File: src/rtl/fetch_redirect_ctrl.sv
// fetch_redirect_ctrl
//   Next-PC sequencer for the fetch stage. Arbitrates the redirect sources
//   (EX mispredict recovery, JR resolved in EX, direct jump at fetch and
//   BTB-predicted taken) against the HDU stall and the external fetch hold.
//   It drives the PC mux select, the PC and IF/ID write enables and the
//   IF/ID flush.
//
//   Redirects that arrive while fetch is held are parked in a one-entry
//   pending slot and applied on release. After an EX-class redirect, a
//   short RECOVER window blanks wrong-path jump and prediction requests.
//
//   Outputs are combinational from the current state and the inputs.
//   State, pending slot and event counters are registered.
module fetch_redirect_ctrl #(
  parameter int unsigned FLUSH_CYCLES = 1,
  parameter int unsigned CNT_W        = 16
) (
  input  logic             clk,
  input  logic             reset,
  input  logic             i_stall_req,
  input  logic             i_fetch_hold,
  input  logic             i_ex_mispredict,
  input  logic             i_ex_taken,
  input  logic             i_jr_req,
  input  logic             i_d_jump_req,
  input  logic             i_f_pred_taken,
  output logic [2:0]       o_pc_sel,
  output logic             o_pc_write,
  output logic             o_ifid_write,
  output logic             o_flush_ifid,
  output logic             o_busy_recover,
  output logic [CNT_W-1:0] o_mispredict_cnt,
  output logic [CNT_W-1:0] o_jr_cnt,
  output logic [CNT_W-1:0] o_stall_cnt
);

  // Sequencer states.
  localparam logic [1:0] ST_RUN     = 2'd0;
  localparam logic [1:0] ST_HOLD    = 2'd1;
  localparam logic [1:0] ST_RECOVER = 2'd2;

  // PC mux select encodings.
  localparam logic [2:0] SEL_PC1  = 3'd0;  // PC+1
  localparam logic [2:0] SEL_BTBF = 3'd1;  // BTB target of fetch instruction
  localparam logic [2:0] SEL_BTBE = 3'd2;  // BTB target of EX branch (taken)
  localparam logic [2:0] SEL_PCE1 = 3'd3;  // PC_E+1 (EX branch not taken)
  localparam logic [2:0] SEL_JUMP = 3'd4;  // direct jump target
  localparam logic [2:0] SEL_JR   = 3'd5;  // JR target

  // The recovery countdown only needs to hold values up to FLUSH_CYCLES.
  localparam int CW = (FLUSH_CYCLES > 1) ? $clog2(FLUSH_CYCLES + 1) : 1;
  localparam logic [CW-1:0] CNT_RELOAD = CW'(FLUSH_CYCLES);
  localparam logic          NO_FLUSH   = (FLUSH_CYCLES == 0);

  // Priority rank of a select code. Higher wins. Both mispredict
  // recovery targets share the top rank.
  function automatic logic [2:0] sel_prio(input logic [2:0] sel);
    logic [2:0] p;
    case (sel)
      SEL_BTBE, SEL_PCE1: p = 3'd4;
      SEL_JR:             p = 3'd3;
      SEL_JUMP:           p = 3'd2;
      SEL_BTBF:           p = 3'd1;
      default:            p = 3'd0;
    endcase
    return p;
  endfunction

  // EX-class redirects start or restart the recovery window.
  function automatic logic sel_is_ex(input logic [2:0] sel);
    logic r;
    case (sel)
      SEL_BTBE, SEL_PCE1, SEL_JR: r = 1'b1;
      default:                    r = 1'b0;
    endcase
    return r;
  endfunction

  // Saturating increment: sticks at all-ones instead of wrapping.
  function automatic logic [CNT_W-1:0] sat_inc(input logic [CNT_W-1:0] v);
    logic [CNT_W-1:0] r;
    if (v == {CNT_W{1'b1}}) begin
      r = v;
    end else begin
      r = v + CNT_W'(1);
    end
    return r;
  endfunction

  logic [1:0]       r_state;
  logic [CW-1:0]    r_cnt;      // recovery countdown, kept frozen while held
  logic [2:0]       r_pend_sel; // parked redirect; nonzero only in HOLD
  logic [CNT_W-1:0] r_mispredict_cnt;
  logic [CNT_W-1:0] r_jr_cnt;
  logic [CNT_W-1:0] r_stall_cnt;

  logic [2:0]       w_live_ex_sel;
  logic [2:0]       w_live_sel;
  logic [2:0]       w_cand_sel;
  logic [2:0]       w_rel_sel;
  logic [2:0]       w_apply_sel;
  logic             w_flush_win;
  logic [1:0]       w_state_nx;
  logic [CW-1:0]    w_cnt_nx;
  logic [2:0]       w_pend_nx;

  // Priority-encode the live redirect requests. The EX-only view is
  // kept separate so the flush window can blank the fetch-side requests.
  always_comb begin
    w_live_ex_sel = SEL_PC1;
    w_live_sel    = SEL_PC1;
    if (i_ex_mispredict) begin
      w_live_ex_sel = i_ex_taken ? SEL_BTBE : SEL_PCE1;
    end else if (i_jr_req) begin
      w_live_ex_sel = SEL_JR;
    end else begin
      w_live_ex_sel = SEL_PC1;
    end
    if (w_live_ex_sel != SEL_PC1) begin
      w_live_sel = w_live_ex_sel;
    end else if (i_d_jump_req) begin
      w_live_sel = SEL_JUMP;
    end else if (i_f_pred_taken) begin
      w_live_sel = SEL_BTBF;
    end else begin
      w_live_sel = SEL_PC1;
    end
  end

  // Choose the redirect that would be applied this cycle. A nonzero
  // countdown means a recovery window is open (live or frozen by a hold),
  // so only EX-class requests are eligible. Pending is empty outside
  // HOLD, so the release arbitration also covers RUN and RECOVER.
  always_comb begin
    w_flush_win = (r_cnt != {CW{1'b0}});
    w_cand_sel  = w_flush_win ? w_live_ex_sel : w_live_sel;
    if (sel_prio(w_cand_sel) > sel_prio(r_pend_sel)) begin
      w_rel_sel = w_cand_sel;
    end else begin
      w_rel_sel = r_pend_sel;
    end
    if (i_fetch_hold) begin
      w_apply_sel = SEL_PC1;
    end else begin
      w_apply_sel = w_rel_sel;
    end
  end

  // Drive the fetch controls from reset, hold and the applied redirect.
  always_comb begin
    o_pc_sel       = SEL_PC1;
    o_pc_write     = 1'b0;
    o_ifid_write   = 1'b0;
    o_flush_ifid   = 1'b0;
    o_busy_recover = 1'b0;
    if (reset) begin
      o_flush_ifid = 1'b1;
    end else begin
      o_busy_recover = (r_state == ST_RECOVER);
      if (i_fetch_hold) begin
        o_pc_sel     = SEL_PC1;
        o_pc_write   = 1'b0;
        o_ifid_write = 1'b0;
        o_flush_ifid = 1'b0;
      end else begin
        o_pc_sel = w_apply_sel;
        case (w_apply_sel)
          SEL_PC1: begin
            o_pc_write   = ~i_stall_req;
            o_ifid_write = ~i_stall_req;
            o_flush_ifid = 1'b0;
          end
          SEL_BTBF: begin
            // A prediction keeps the fetched instruction, so nothing is flushed.
            o_pc_write   = 1'b1;
            o_ifid_write = 1'b1;
            o_flush_ifid = 1'b0;
          end
          default: begin
            // Any other redirect makes the instruction in fetch wrong-path,
            // including one frozen by a stall.
            o_pc_write   = 1'b1;
            o_ifid_write = 1'b0;
            o_flush_ifid = 1'b1;
          end
        endcase
      end
    end
  end

  // Next-state, countdown and pending-slot logic.
  always_comb begin
    w_state_nx = r_state;
    w_cnt_nx   = r_cnt;
    w_pend_nx  = r_pend_sel;
    if (i_fetch_hold) begin
      // Park the request. An equal- or higher-ranked request replaces it.
      w_state_nx = ST_HOLD;
      w_cnt_nx   = r_cnt;
      if ((w_cand_sel != SEL_PC1) &&
          (sel_prio(w_cand_sel) >= sel_prio(r_pend_sel))) begin
        w_pend_nx = w_cand_sel;
      end else begin
        w_pend_nx = r_pend_sel;
      end
    end else begin
      w_pend_nx = SEL_PC1;
      if (sel_is_ex(w_apply_sel)) begin
        if (NO_FLUSH) begin
          w_state_nx = ST_RUN;
          w_cnt_nx   = {CW{1'b0}};
        end else begin
          w_state_nx = ST_RECOVER;
          w_cnt_nx   = CNT_RELOAD;
        end
      end else begin
        case (r_state)
          ST_RUN: begin
            w_state_nx = ST_RUN;
            w_cnt_nx   = {CW{1'b0}};
          end
          ST_RECOVER: begin
            if (r_cnt <= CW'(1)) begin
              w_state_nx = ST_RUN;
              w_cnt_nx   = {CW{1'b0}};
            end else begin
              w_state_nx = ST_RECOVER;
              w_cnt_nx   = r_cnt - CW'(1);
            end
          end
          ST_HOLD: begin
            // Resume an interrupted recovery with its saved count.
            if (w_flush_win) begin
              w_state_nx = ST_RECOVER;
            end else begin
              w_state_nx = ST_RUN;
            end
            w_cnt_nx = r_cnt;
          end
          default: begin
            w_state_nx = ST_RUN;
            w_cnt_nx   = {CW{1'b0}};
          end
        endcase
      end
    end
  end

  // Register state, countdown and pending slot. Reset drops any parked redirect.
  always_ff @(posedge clk) begin
    if (reset) begin
      r_state    <= ST_RUN;
      r_cnt      <= {CW{1'b0}};
      r_pend_sel <= SEL_PC1;
    end else begin
      r_state    <= w_state_nx;
      r_cnt      <= w_cnt_nx;
      r_pend_sel <= w_pend_nx;
    end
  end

  // Saturating event counters. They count only redirects that are applied
  // and cycles in which the PC is frozen.
  always_ff @(posedge clk) begin
    if (reset) begin
      r_mispredict_cnt <= {CNT_W{1'b0}};
      r_jr_cnt         <= {CNT_W{1'b0}};
      r_stall_cnt      <= {CNT_W{1'b0}};
    end else begin
      if ((w_apply_sel == SEL_BTBE) || (w_apply_sel == SEL_PCE1)) begin
        r_mispredict_cnt <= sat_inc(r_mispredict_cnt);
      end else begin
        r_mispredict_cnt <= r_mispredict_cnt;
      end
      if (w_apply_sel == SEL_JR) begin
        r_jr_cnt <= sat_inc(r_jr_cnt);
      end else begin
        r_jr_cnt <= r_jr_cnt;
      end
      if (!o_pc_write) begin
        r_stall_cnt <= sat_inc(r_stall_cnt);
      end else begin
        r_stall_cnt <= r_stall_cnt;
      end
    end
  end

  assign o_mispredict_cnt = r_mispredict_cnt;
  assign o_jr_cnt         = r_jr_cnt;
  assign o_stall_cnt      = r_stall_cnt;

endmodule

File: config.mk
export PLATFORM = sky130hd
export DESIGN_NAME = fetch_redirect_ctrl
export DESIGN_NICKNAME = d
export VERILOG_FILES = /design/src/rtl/fetch_redirect_ctrl.sv
export SDC_FILE = /design/constraint.sdc
export NUM_CORES = 1
export LEC_CHECK = 0
export CAP_MARGIN = 20
export CORE_MARGIN = 4
export CORE_UTILIZATION = 47
export DETAILED_ROUTE_END_ITERATION = 6
export PLACE_DENSITY = 0.8
export SYNTH_ARGS = -nofsm -noshare
export SYNTH_HDL_FRONTEND = slang
export SYNTH_SLANG_ARGS = --single-unit
File: constraint.sdc
create_clock -name clk -period 8.1 [get_ports clk]
set_input_delay 1.62 -clock clk [delete_from_list [all_inputs] [get_ports clk]]
set_output_delay 1.62 -clock clk [all_outputs]
set_load 0.01 [all_outputs]
After elaboration in Yosys (flattened, before gate mapping) --
Cells that the tools add are included. W data, S select, Z words.
Storage, ports and cells: register bits 54, latch bits 0, memory bits (writable) 0, bits in read-only memories 0, bits of input ports 9, output and inout bits 55, memories kept 0
Operators by class: $add $sub $neg 4, multiply operators 0, div/mod/pow operators 0, $lt $le $gt $ge 3, equal/unequal tests 20, shift operators 0, multiplexer cells 35, bitwise gates (word level) 6, reduce and logical (&&, ||, !) cells 15
Operator list (count):
- $add A16 B1 Y16 const B | 3
- $eq A16 B16 Y1 const B | 3
- $mux W3 | 11
- $pmux W3 S4 | 2
- $eq A3 B2 Y1 const B | 6
- $mux W1 | 16
- $eq A3 B3 Y1 const B | 5
- $reduce_or A2 Y1 | 5
- $eq A3 B1 Y1 const B | 3
- $reduce_and A2 Y1 | 4
- $mux W2 | 3
- $not A1 Y1 | 6
- $reduce_bool A3 Y1 | 2
- $pmux W1 S2 | 2
- $pmux W2 S2 | 1
- $ge A3 B3 Y1 | 1
- $gt A3 B3 Y1 | 1
- $logic_not A3 Y1 | 1
- $reduce_or A3 Y1 | 1
- $eq A2 B1 Y1 const B | 1
- $eq A2 B2 Y1 const B | 1
- $ne A2 B1 Y1 const B | 1
- $le A1 B1 Y1 const B | 1
- $logic_and A1 B1 Y1 | 1
- 2 further kinds | 2

Longest topological paths before layout --
depth after elaboration 17, mapped depth 13

Worst setup path after synthesis --
OpenSTA, ideal clock, no wires.
kind input port to output port, start point input i_d_jump_req, end point output o_pc_write, data arrival time 3.612 ns, slack 2.868 ns, stages 11, path buffers 2, cell sequence or3b_1 -> nand2_1 -> nand2_1 -> ha_1 -> nand3b_1 -> a21boi_4 -> o221ai_1 -> a31o_2 -> inv_4 -> buf_6 -> buf_6
On the way: longest elaborated chain between the ends 13, elaborated cells between the ends (all ways) 17, those cells by class order compare: 1; eq/ne: 5; mux: 9; reduce/logical: 2
RTL lines:
- start: declaration | line 25 | input logic i_d_jump_req,
- $mux W3 * | line 121 | end else if (i_d_jump_req) begin
- $mux W3 * | line 119 | if (w_live_ex_sel != SEL_PC1) begin
- $mux W3 * | line 136 | w_cand_sel = w_flush_win ? w_live_ex_sel : w_live_sel;
- $eq A3 B2 Y1 | line 59 | case (sel)
- $reduce_or A2 Y1 | line 59
- $pmux W3 S4 | line 59
- $gt A3 B3 Y1 | line 137 | if (sel_prio(w_cand_sel) > sel_prio(r_pend_sel)) begin
- $mux W3 * | line 137
- $mux W3 * | line 142 | if (i_fetch_hold) begin
- $logic_not A3 Y1 * | line 167 | case (w_apply_sel)
- $mux W1 * | line 167
- $mux W1 * | line 160 | if (i_fetch_hold) begin
- $mux W1 * | line 156 | if (reset) begin
- end: declaration | line 28 | output logic o_pc_write,
Mark *: on every way between the ends. The rest lies on a longest branch, timed or not.

Worst setup path after layout --
start point input i_f_pred_taken, end point output o_pc_write
On the way: longest elaborated chain between the ends 14, elaborated cells between the ends (all ways) 18, those cells by class order compare: 1; eq/ne: 5; mux: 10; reduce/logical: 2
RTL lines:
- start: declaration | line 26 | input logic i_f_pred_taken,
- $mux W1 * | line 123 | end else if (i_f_pred_taken) begin
- $mux W3 * | line 121
- $mux W3 * | line 119
- $mux W3 * | line 136
- $eq A3 B2 Y1 | line 59
- $reduce_or A2 Y1 | line 59
- $pmux W3 S4 | line 59
- $gt A3 B3 Y1 | line 137
- $mux W3 * | line 137
- $mux W3 * | line 142
- $logic_not A3 Y1 * | line 167
- $mux W1 * | line 167
- $mux W1 * | line 160
- $mux W1 * | line 156
Marked as above.

==> out/metrics.csv <==
metric,value,unit
Core Area,6060,µm²
RePlAce Congestion,0.831,
I/O pin cnt,64,
fmax,157,MHz
fin crit period,6.37,ns
Syn Nets,376,
Max clock buf depth,2,
Rel. slew slack,54.4,%
Slew @ Worst Pin,0.681,ns
die width,87.8,µm
Mapped Area,2990,µm²
DRC viols,0,
row count,28,
Synth cell types,52,
antenna-violating nets left,0,
"EDFF count, synth",0,
Synth area leader,dfxtp_1,
total setup buffers inserted after CTS,0,
Syn Inst Count,361,
DP Wirelength,5100,µm
Area Growth Syn to Fin,25.4,%
DR iter-0 viols,147,
top fanout value on the critical path,28,
Fin. Hold Viols,0,
worst hold path type,flop to flop,
Hold Path Origin,o_jr_cnt[15],
vias in the first global route,2732,
fin. max-slew vios,0,
WL per Instance,14.6,µm
top cell type's share of synthesized area,36.1,%
main area contributors after synthesis,"dfxtp_1 (36%), a21oi_1 (4.8%), nor2_1 (4.1%), xnor2_1 (4.1%), nand3_1 (3.7%)",
Initial Util,49.4,%
drt first pass iters,4,
share of cells above drive strength 1,6.24,%
Leak,1.21,nW
global route overflow,0,
Ant. Diodes,0,
register bit total from synthesis,54,
PostCTS Resize Cnt,0,
Synth Area per Inst,8.29,µm²
predominant post-synthesis flop cell,dfxtp_1,
Tot GR Track Use,19.5,%
Total Die Area,7710,µm²
CTS tree,yes,
cell area after layout,3750,µm²
layout net count,431,
WL final,7190,µm
Setup crit start,i_f_pred_taken,
# port buffers,63,
maximum vdd drop,0.0000737,V
"Seq/Total Area, Yosys",36.1,%
clk root buf,clkbuf_8,
first-pass GRT wire length,12400,µm
Final Util,61.9,%
die height,87.8,µm
RSZ-0062 raised after global routing,false,
Area after DPL,3640,µm²
H-tree Lvls,2,
CTS Sinks,54,
# setup viols final,0,
final setup TNS,0,ns
"Arr. time, crit path",4.75,ns
Worst-Skew Late Latency,0.30,ns
WS Path Type,input port to output port,
via count,2872,
WP data required,6.48,ns
largest net degree at the start of global routing,54,
initial antenna violation count,0,
Final Skew,0.00562,ns
Worst setup EP type,output port,
Synth Warn #,0,
CTS Buf Count,5,
Max Cap Viol,0,
"CTS clk-pin slew, worst paths",0.10,ns
Vias/cell,5.84,
"FFs w/ async S/R, synth",0,%
startpoint types,input port,
power density cells,139,nW/µm²
CTS Hold Buffers Added,0,
final worst path period share,78.6,%
status,"complete, no violations",
reg2reg start,r_cnt,
==> power by group <==
group | internal, W | switching (W) | leakage (nW) | total, W
sequential | 0.000270 | 0.00000530 | 0.436 | 0.000275
clock | 0.0000923 | 0.0000878 | 0.0514 | 0.000180
combinational | 0.0000286 | 0.0000374 | 0.725 | 0.0000660
==> sequential cells by signal, summed over array words and instances (netlist names) <==
register / flops
o_jr_cnt: 16
r_cnt: 1
o_stall_cnt: 16
o_mispredict_cnt: 16
r_state: 2
r_pend_sel: 3
==> cells in the mapped netlist (6+ instances only) <==
master / instances
a21oi_1: 29
and3_1: 10
clkbuf_1: 12
dfxtp_1: 54
ha_1: 6
inv_1: 12
nand2_1: 26
nand3_1: 22
nand4_1: 10
nor2_1: 33
nor3_1: 8
nor4_1: 6
o21ai_0: 8
o31ai_1: 14
or3_1: 7
or4_1: 14
xnor2_1: 14
==> worst max-delay path: stages <==
cell             delay (ns)
clkdlybuf4s50_1        0.44
or3b_1                 0.39
nand2_1                0.09
nand2_1                0.07
ha_1                   0.33
nand3_1                0.10
a21boi_4               0.31
o221ai_1               0.23
a31o_2                 0.34
inv_4                  0.22
clkdlybuf4s50_1        0.59
==> final timing paths <==
kind / endpoint / slack (ns) / depth (start not counted)
worst max register to register: o_jr_cnt[12] / 4.83 / 10
worst min-delay path: o_jr_cnt[15] / 0.50 / 2
worst max-delay path: o_pc_write / 1.73 / 11
worst min register to register: o_jr_cnt[15] / 0.50 / 2
==> through the flow <==
stage | worst slack, ns | total power [W] | hold slack (ns) | instances
final | 1.73 | 0.000521 | 0.498 | 492
after global routing | 1.60 | 0.000546 | 0.531 | 492
after CTS | 1.74 | 0.000527 | 0.502 | 492
after detailed placement | 1.74 | 0.000347 | 0.488 | 484
after global placement | 1.90 | 0.000344 | 0.477 | 484
after floorplan | 2.87 | 0.000325 | 0.470 | 361
==> cell usage in the layout (no fill, tap or decap), types with 10 or more instances in the layout <==
cell,Yosys,layout
and3_1,10,10
nand4_1,10,10
nand3_1,22,22
or4_1,14,14
nand2_1,26,26
o31ai_1,14,14
a21oi_1,29,29
xnor2_1,14,14
clkdlybuf4s50_1,0,62
nor2_1,33,33
inv_1,12,12
dfxtp_1,54,54
==> logic make-up (layout without fill, tap and decap cells) <==
group / Yosys count / count (layout) / share of synthesized area, %
AO/OA/AOI/OAI: 74 / 74 / 15.7
XOR/XNOR: 14 / 14 / 4.10
adder cells (fa/ha/maj): 6 / 6 / 2.51
buffers and inverters: 30 / 86 / 4.56
flip-flops: 54 / 54 / 36.1
multiplexers: 10 / 10 / 3.93
AND/OR/NAND/NOR: 173 / 173 / 33.1
==> per-layer routing <==
metal,wire length (µm),GRT usage (%)
met5,0,0
met1,3290,25.2
met4,36,3.49
met3,364,4.89
met2,3500,33.4
==> cell type report <==
cell class	count	area, µm²
Fill cell	536	2310
Multi-Input combinational cell	277	1780
Sequential cell	54	1080
Timing Repair Buffer	65	641
Tap cell	75	93.8
Clock buffer	6	72.6
Inverter	13	51.3
Clock inverter	2	37.5
(Power assumes the default switching activity.)
==> patch: new RTL, same flow settings <==
`CNT_W`: 16 -> 20.
--- a/src/rtl/fetch_redirect_ctrl.sv
+++ b/src/rtl/fetch_redirect_ctrl.sv
@@ -15,3 +15,3 @@
   parameter int unsigned FLUSH_CYCLES = 1,
-  parameter int unsigned CNT_W        = 16
+  parameter int unsigned CNT_W        = 20
 ) (
Interface: changed (resized o_jr_cnt, o_mispredict_cnt and o_stall_cnt); port bits go from 64 to 76. No check against the original RTL was run, so the function may have changed too.
==> patch against the unedited design <==
  * Wire length grew 25%
  * Sequential cell count increased by 12
  * Synthesized area increased by 20%
  * Worst setup slack got worse by 0.085 ns
  * Final area grew 23%
  * Total power is 37% higher
  * First-iteration DRC count increased by 22%
  * Critical path type unchanged
==> patch: results (changes against the unedited design) <==
Status: finished clean (unchanged)
Synth warn: 0 (unchanged)
Final Wtd Congestion: 0.8142 (was 0.8312)
RR Startpoint: r_cnt (unchanged)
First-pass GRT wire length: 14940 um (was 12380 um)
Clock-pin slew on the worst setup and hold paths: 0.06 ns (was 0.10 ns)
Post-DP HPWL: 6244 um (was 5098 um)
Synth top cells by count: dfxtp_1 (66), nor2_1 (38), a21oi_1 (36), nand2_1 (35), or4_1 (26) (was dfxtp_1 (54), nor2_1 (33), a21oi_1 (29), nand2_1 (26), nand3_1 (22))
Maximum vdd drop: 0.00007848 V (was 0.00007367 V)
Sequential logic power: 333 uW (was 275 uW)
Global-route total usage across every layer: 0.2034 (was 0.1955)
Antenna diodes: 0 (unchanged)
Largest net degree at the start of global routing: 70 (was 54)
Clk_lat worst skew: 0.34 ns (was 0.30 ns)
Post-cts sizing count: 0 (unchanged)
R2R Setup Slk: 4.58 ns (was 4.83 ns)
Combinational cell power: 66.9 uW (was 66.0 uW)
Syn nets: 458 (was 376)
Layout cells sized above 1: 0.07004 (was 0.06235)
Seq/Total Area, Yosys: 0.3681 (was 0.3612)
Pre-Repair DR Iteration Count: 4 (unchanged)
CP Max Fanout: 34 (was 28)
NumNets Final: 525 (was 431)
Reg2reg end: o_mispredict_cnt[19] (was o_jr_cnt[12])
Num CTS Buffers: 9 (was 5)
Area after DPL: 0.004407 mm2 (was 0.003642 mm2)
Worst-Margin Slew: 0.6973 ns (was 0.6815 ns)
Crit path DAT: 4.83 ns (was 4.75 ns)
Cell Int Power: 547.4 uW (was 390.5 uW)
Beginning of the worst hold path: o_mispredict_cnt[6] (was o_jr_cnt[15])
Min-Delay Endpoint: o_mispredict_cnt[6] (was o_jr_cnt[15])
Vias in the first global route: 3323 (was 2732)
Post-Syn Area per Cell: 8.103 um2 (was 8.290 um2)
Leak: 1.488 nW (was 1.213 nW)
PortBufs: 75 (was 63)
Top post-synthesis cells by area: dfxtp_1 (37%), or4_1 (5.4%), o31ai_1 (5.2%), a21oi_1 (5.0%), nor2_1 (4.0%) (was dfxtp_1 (36%), a21oi_1 (4.8%), nor2_1 (4.1%), xnor2_1 (4.1%), nand3_1 (3.7%))
DRT iter0 DRCs: 179 (was 147)
Drt wl/cell: 14.65 um (was 14.60 um)
Distinct cells, synth: 48 (was 52)
H-tree depth: 3 (was 2)
Inst Count DP: 598 (was 484)
Final WL: 8982 um (was 7185 um)
Layout Skew: 0.006611 ns (was 0.005619 ns)
Vias per cell: 5.928 (was 5.837)
Initial antenna violation count: 0 (unchanged)
## patch: cell types whose count changed after synthesis, sizes merged, moves of 5 or more
cell and delta:
xnor2 -5, o31ai +11, or4 +12, nor2b +5, nand2 +9, nand4 +5
clkbuf +5, nor4 +8, dfxtp +12, mux2 +5, nor2 +5, a21oi +6
## patch: cell families after synthesis
| logic type | synth area share |
|---|---|
| simple gates | 0.3266 |
| compound gates | 0.1690 |
| flops | 0.3681 |
| buf+inv | 0.04357 |
| mux | 0.04741 |
| xor+xnor | 0.02440 |
| fa+ha+maj | 0.02091 |
## patch: worst max path at each step
stage / from / slack, ns / end / cells past startpoint
4_1_cts: i_f_pred_taken / 1.64 / o_pc_write / 11
5_1_grt: i_f_pred_taken / 1.47 / o_pc_write / 11
3_5_place_dp: i_f_pred_taken / 1.66 / o_pc_write / 11
3_3_place_gp: i_f_pred_taken / 1.72 / o_pc_write / 11
6_report: i_f_pred_taken / 1.65 / o_pc_write / 11
2_1_floorplan: i_d_jump_req / 2.71 / o_pc_write / 11
## patch: metrics by stage
stage	worst slack [ns]	total power, mW	hold WS, ns
final	1.647	0.7141	0.4951
after global routing	1.467	0.7408	0.5291
after CTS	1.645	0.7192	0.4985
after detailed placement	1.656	0.4080	0.4901
after global placement	1.718	0.4056	0.4713
after floorplan	2.708	0.3857	0.4588
## patch: final cells by class
type                       instances  area, um2
fill                             631       2705
tap                               99      123.9
clock buffer                      13      158.9
multi-input combinational        341       2130
inverter                          12      45.04
timing repair buffer              80      787.0
sequential                        66       1321
clock inverter                     2      60.06
## patch: per-layer routing
metal / global-route usage / vias to the layer above / wire length [um]
met5: 0 / - / 0
met4: 0.08294 / 0 / 133
met3: 0.05051 / 15 / 491
met2: 0.3289 / 103 / 4307
met1: 0.2593 / 1713 / 4050
li1: - / 1803 / -
